--- src/rtl/capture_reader.sv ---
// Read-out engine for the sampler's circular capture buffer: streams samples oldest-first over valid/ready.
// Optional build macro CAPTURE_READER_DECIMATE_EN adds a decim port that strides the read-out by 2^decim.
module capture_reader #(
    parameter int SAMPLE_DEPTH = 8
) (
    input  logic                    clk_50mhz,
    input  logic                    reset,
    input  logic                    start,
    output logic                    done,
    input  logic [SAMPLE_DEPTH-1:0] offset,
    output logic [SAMPLE_DEPTH-1:0] mem_addr,
    output logic                    mem_re,
    input  logic [7:0]              mem_data,
    output logic [7:0]              out_data,
    output logic [SAMPLE_DEPTH-1:0] out_index,
    output logic                    out_valid,
    input  logic                    out_ready,
`ifdef CAPTURE_READER_DECIMATE_EN
    input  logic [1:0]              decim,
`endif
    output logic                    out_last
);

    localparam logic [2:0] S_IDLE    = 3'd0;
    localparam logic [2:0] S_FETCH   = 3'd1;
    localparam logic [2:0] S_WAIT    = 3'd2;
    localparam logic [2:0] S_PRESENT = 3'd3;
    localparam logic [2:0] S_DONE    = 3'd4;

    localparam logic [SAMPLE_DEPTH-1:0] HALF_SPAN  = SAMPLE_DEPTH'(1) << (SAMPLE_DEPTH - 1);
    localparam logic [SAMPLE_DEPTH:0]   FULL_COUNT = (SAMPLE_DEPTH + 1)'(1) << SAMPLE_DEPTH;

    logic [2:0]              state;
    // One bit wider than the address so the final-index compare cannot alias at wrap.
    logic [SAMPLE_DEPTH:0]   idx;
    logic [SAMPLE_DEPTH-1:0] step;
    logic [SAMPLE_DEPTH:0]   last_idx;

`ifdef CAPTURE_READER_DECIMATE_EN
    logic [1:0] decim_q;

    assign step     = SAMPLE_DEPTH'(1) << decim_q;
    assign last_idx = (FULL_COUNT >> decim_q) - (SAMPLE_DEPTH + 1)'(1);
`else
    assign step     = SAMPLE_DEPTH'(1);
    assign last_idx = FULL_COUNT - (SAMPLE_DEPTH + 1)'(1);
`endif

    assign out_index = idx[SAMPLE_DEPTH-1:0];

    // NOTE: every register below uses <= so all updates in a cycle see pre-edge values.
    always_ff @(posedge clk_50mhz) begin
        if (reset) begin
            state     <= S_IDLE;
            idx       <= '0;
            mem_addr  <= '0;
            mem_re    <= 1'b0;
            out_data  <= '0;
            out_valid <= 1'b0;
            out_last  <= 1'b0;
            done      <= 1'b0;
`ifdef CAPTURE_READER_DECIMATE_EN
            decim_q   <= '0;
`endif
        end else begin
            mem_re <= 1'b0;
            case (state)
                S_IDLE: begin
                    if (start) begin
                        mem_addr <= offset + HALF_SPAN;
                        mem_re   <= 1'b1;
                        idx      <= '0;
`ifdef CAPTURE_READER_DECIMATE_EN
                        decim_q  <= decim;
`endif
                        state    <= S_FETCH;
                    end
                end
                S_FETCH: begin
                    state <= S_WAIT;
                end
                S_WAIT: begin
                    out_data  <= mem_data;
                    out_valid <= 1'b1;
                    out_last  <= (idx == last_idx);
                    state     <= S_PRESENT;
                end
                S_PRESENT: begin
                    if (out_ready) begin
                        out_valid <= 1'b0;
                        out_last  <= 1'b0;
                        if (out_last) begin
                            done  <= 1'b1;
                            state <= S_DONE;
                        end else begin
                            mem_addr <= mem_addr + step;
                            mem_re   <= 1'b1;
                            idx      <= idx + (SAMPLE_DEPTH + 1)'(1);
                            state    <= S_FETCH;
                        end
                    end
                end
                S_DONE: begin
                    // Only a low start re-arms the engine, so a held start cannot retrigger.
                    if (!start) begin
                        done  <= 1'b0;
                        state <= S_IDLE;
                    end
                end
                default: begin
                    state <= S_IDLE;
                end
            endcase
        end
    end

endmodule

--- config.mk ---
export PLATFORM = sky130hd
export DESIGN_NAME = capture_reader
export DESIGN_NICKNAME = d
export VERILOG_FILES = /design/src/rtl/capture_reader.sv
export SDC_FILE = /design/constraint.sdc
export NUM_CORES = 1
export LEC_CHECK = 0
export ABC_AREA = 1
export BUFFER_PORTS_ARGS = -buffer_cell sky130_fd_sc_hd__buf_4
export CAP_MARGIN = 20
export CORE_MARGIN = 3
export CORE_UTILIZATION = 30
export CTS_CLUSTER_SIZE = 12
export DETAILED_ROUTE_END_ITERATION = 12
export PLACE_DENSITY = 0.57
export SLEW_MARGIN = 20
export SYNTH_ARGS = -nofsm -noshare
export SYNTH_HDL_FRONTEND = slang
export SYNTH_SLANG_ARGS = --single-unit
--- constraint.sdc ---
create_clock -name clk_50mhz -period 1.8 [get_ports clk_50mhz]
set_input_delay 0.27 -clock clk_50mhz [delete_from_list [all_inputs] [get_ports clk_50mhz]]
set_output_delay 0.27 -clock clk_50mhz [all_outputs]
set_load 0.01 [all_outputs]
======== Word level (Yosys, flattened, before mapping) ========
Cells that the tools add are included.
word-level totals
  bits in registers ....................... 32
  logic and storage cells ................. 53
  output and inout port bits .............. 28
operators by class
  mux-type cells .......................... 24
  equality and inequality tests ........... 10
  reduce and logical (&&, ||, !) cells .... 8
  $add $sub $neg .......................... 3
operators by type and width
  operator             count
  $mux 9               3
  $mux 8               3
  $pmux 9 s2           1
  $pmux 8 s2           1
  $pmux 3 s5           1
  $mux 3               4
  $ne 2x2->1 const B   5
  $add 9x1->9 const B  1
  $eq 9x8->1 const B   1
  $add 8x1->8 const B  1
  $add 8x8->8 const B  1
  $pmux 1 s2           4
  $reduce_and 4->1     2
  $mux 1               7
  $eq 3x2->1 const B   2
  $reduce_bool 2->1    3
  $eq 3x1->1 const B   1
  $eq 3x3->1 const B   1
  $logic_not 3->1      1
  $reduce_and 3->1     1
  $reduce_and 2->1     1

======== Logic depth before layout (Yosys ltp) ========
  word-level depth ........................ 4
  gate-level depth with buffers ........... 9
  gate-level depth less buffers ........... 8

======== Worst setup path after synthesis ========
OpenSTA, ideal clock, no wires.
  path type ............................... register -> register
  from .................................... register idx[0]
  to ...................................... register idx[8]
  buffers on the path ..................... 0
  setup time .............................. 0.086 ns
  stages on the path, launching flop included .. 8
  arrival ................................. 1.327 ns
  setup slack ............................. 0.388 ns
  period minus slack after synthesis ...... 1.412 ns
  cell sequence ........................... dfxtp_1 -> ha_1 -> nand2_1 -> inv_1 -> nand4_1 -> nor3_1 -> ha_1 -> a211oi_1
between the ends
  cells in the longest elaborated chain, start to end .. 4
ends and longest elaborated chain
  element                 line  text
  from (decl)             35    logic [SAMPLE_DEPTH:0] idx;
  from (signal assigned)  98    idx <= idx + (SAMPLE_DEPTH + 1)'(1);
  $add 9x1->9             98
  $mux 9                  92    if (out_last) begin
  $mux 9                  89    if (out_ready) begin
  $pmux 9 s2              67    case (state)
Every way passes these cells. The select of a mux whose other input is x is not followed.
A chain may end at the register's enable or synchronous reset.

======== Worst setup path after layout ========
Same ends and word-level chain as after synthesis.

==> results.cfg <==
[grt]
grt_pass1_vias = 1441
grt_pass1_wl_mm = 6.62
grt_overflow = 0
grt_max_degree = 15
grt_antenna_before_repair = 0
track_usage_pct = 13.3

[floorplanning]
coreArea_um2 = 5200
num_rows = 26
io_pins = 48
die-area_um2 = 6380
chipWidth_um = 79.9
die_y_um = 79.9
start_util_pct = 31.4

[clock_network]
insertion_delay_ps = 280
cts_buffers = 5
cts.clk_slew.worst_paths_ps = 60
cts_hold_buf = 0
post_cts_resized = 0
cts_tree = yes
cts_max_level = 2
clock_path_buffers = 2
cts_setup_buffers = 0
cts.sinks = 32
root_buffer = clkbuf_8

[critical_path]
reg2reg_slack_ps = 200
path_max_fanout = 5
timing.rr.end = idx[8]
critPathBufInv = 1
crit_slowest_cell = dfxtp_1
critPathKind = reg -> reg
cp-end-kind = flip-flop
cp_cell_sequence = ha_1, nand2_1, inv_1, nand4_1, nor3_1, ha_1, a211oi_1
max_stage_delay_ps = 390
critPathTopFamily = adder cells
arrival_ps = 1790
reg2reg_depth = 7
cpMostUsedCell = ha_1
start_kind = flip-flop
worstPathRequired_ps = 1990
regToRegStartpoint = idx[0]

[synth]
avgSynthCellArea_um2 = 6.88
synthCells = 238
ys_ff_latch = 32
synth.cell_area_um2 = 1640
ys_seq_area_share_pct = 39.1
synthDistinctLibCells = 25
ys_warn_count = 0
synth.net_count = 261

[worst_hold_path]
hold_path_class = in -> reg
min_to = out_data[2]
min_from = mem_data[2]
min_path_cells = 3

[final_layout]
finalNetCount = 304
syn_to_final_growth_pct = 27.6
drive_above_1_share_pct = 23.0
diodes = 0
multi_input_area_um2 = 797
final_cell_mix = 50 x buf_4, 48 x nand2_1, 42 x nor2_1
regArea_um2 = 641
final_util_pct = 40.1
n_fill_cell = 564
final_common_cell = buf_4

[routing]
first_iter_violations = 66
vias_per_cell = 4.45
antenna_left = 0
dr_total_vias = 1567
dr.pass1.iters = 4
drc = 0
wl_mm = 3.90
wire_per_inst_um = 11.1

[timing]
rsz0062_at_grt = false
worst_slew_pin_slew_ps = 402
fin_crit_sh_pct = 89.2
hold_violations = 0
slew_headroom_pct = 73.1
report.final.slew_viol_count = 0
setup_viol = 0
max_freq_mhz = 623
setup_slack_ps = 195
clock_skew_ps = 3.29
layout_min_cycle_time_ps = 1600
setup-tns-final_ps = 0

[placement]
portBuffers = 47
post-place-ws_ps = 240
place_congestion = 0.753
hpwl_mm = 2.90

[power]
p_leak_nw = 0.947
max-vdd-ir-drop_mv = 0.426
power_mw = 2.34
pwr_density_cell_nw_per_um2 = 1120

[run]
max_cap_violations = 0

[outcome]
outcome = complete, no violations
-- Yosys cell counts --
library cell	number	area, um^2
a211oi_1	1	7.51
a21oi_1	18	90.1
a31oi_1	1	6.26
buf_4	9	67.6
buf_6	2	22.5
clkbuf_1	3	11.3
dfxtp_1	32	641
ha_1	3	37.5
inv_1	26	97.6
nand2_1	48	180
nand2_2	1	6.26
nand2_4	2	22.5
nand3_1	18	90.1
nand3_2	2	20.0
nand3b_1	2	15.0
nand4_1	2	12.5
nor2_1	42	158
nor2_2	1	6.26
nor2_4	1	11.3
nor3_1	3	15.0
o211a_1	1	10.0
o211ai_1	1	7.51
o21ai_0	16	80.1
or2_2	2	12.5
xor2_1	1	8.76
-- per-stage QoR --
stage               hold slack [ps]  instance area, um^2  instances
finish                          243                 2090        352
global route                    255                 2090        352
global placement                463                 2000        344
detailed placement              459                 2000        344
floorplan                       434                 1640        238
CTS                             241                 2090        352
-- registers in the layout, indices dropped and copies added, names as in the netlist --
name       cells
done           1
out_last       1
state          3
idx            9
mem_re         1
out_data       8
mem_addr       8
out_valid      1
-- routing by layer --
| layer | track usage [%] | share of wire, % | vias to the layer above | wire length [um] |
|---|---|---|---|---|
| met5 | 0 | 0 | - | 0 |
| met4 | 5.57 | 1.5 | 0 | 57 |
| met3 | 3.50 | 4.8 | 5 | 187 |
| met2 | 21.1 | 46 | 35 | 1810 |
| met1 | 16.9 | 47 | 687 | 1840 |
| li1 | - | - | 840 | - |
-- worst register-to-register path: cells and delay by family, from the launching register on --
| family | cells | cell delay [ps] |
|---|---|---|
| compound gates | 1 | 260 |
| fa+ha+maj | 2 | 470 |
| buf+inv | 1 | 70 |
| flops | 1 | 390 |
| simple gates | 3 | 320 |
-- cell families (layout without fill, tap and decap cells) --
kind of cell / after synthesis / count (layout) / synth area share [%]
XOR/XNOR: 1 / 1 / 0.535
AO/OA/AOI/OAI: 38 / 38 / 12.3
buffers and inverters: 40 / 84 / 12.2
adder cells (fa/ha/maj): 3 / 3 / 2.29
flip-flops: 32 / 32 / 39.1
AND/OR/NAND/NOR: 124 / 124 / 33.6
-- cell type report --
class / instances / area share, %
repair buffers: 50 / 18.0
clock buffers: 8 / 4.31
inverters: 26 / 4.67
multi-input cells: 166 / 38.2
well taps: 70 / 4.19
flip-flops and latches: 32 / 30.7
-- worst max path at each step --
stage	start	to	slack, ps	cells past startpoint
finish	idx[0]	idx[8]	200	7
CTS	idx[0]	idx[8]	160	7
global route	idx[0]	idx[8]	10	7
global placement	idx[0]	idx[8]	290	7
detailed placement	idx[0]	idx[8]	240	7
floorplan	idx[0]	idx[8]	390	7
-- where the power goes --
group,total [mW],leakage (nW),switching [mW],internal [mW]
Sequential,0.980,0.262,0.133,0.847
Combinational,0.795,0.640,0.443,0.351
Clock,0.562,0.0455,0.250,0.311
Total,2.34,0.947,0.826,1.51
No activity file was read; power rests on OpenSTA's default activity.
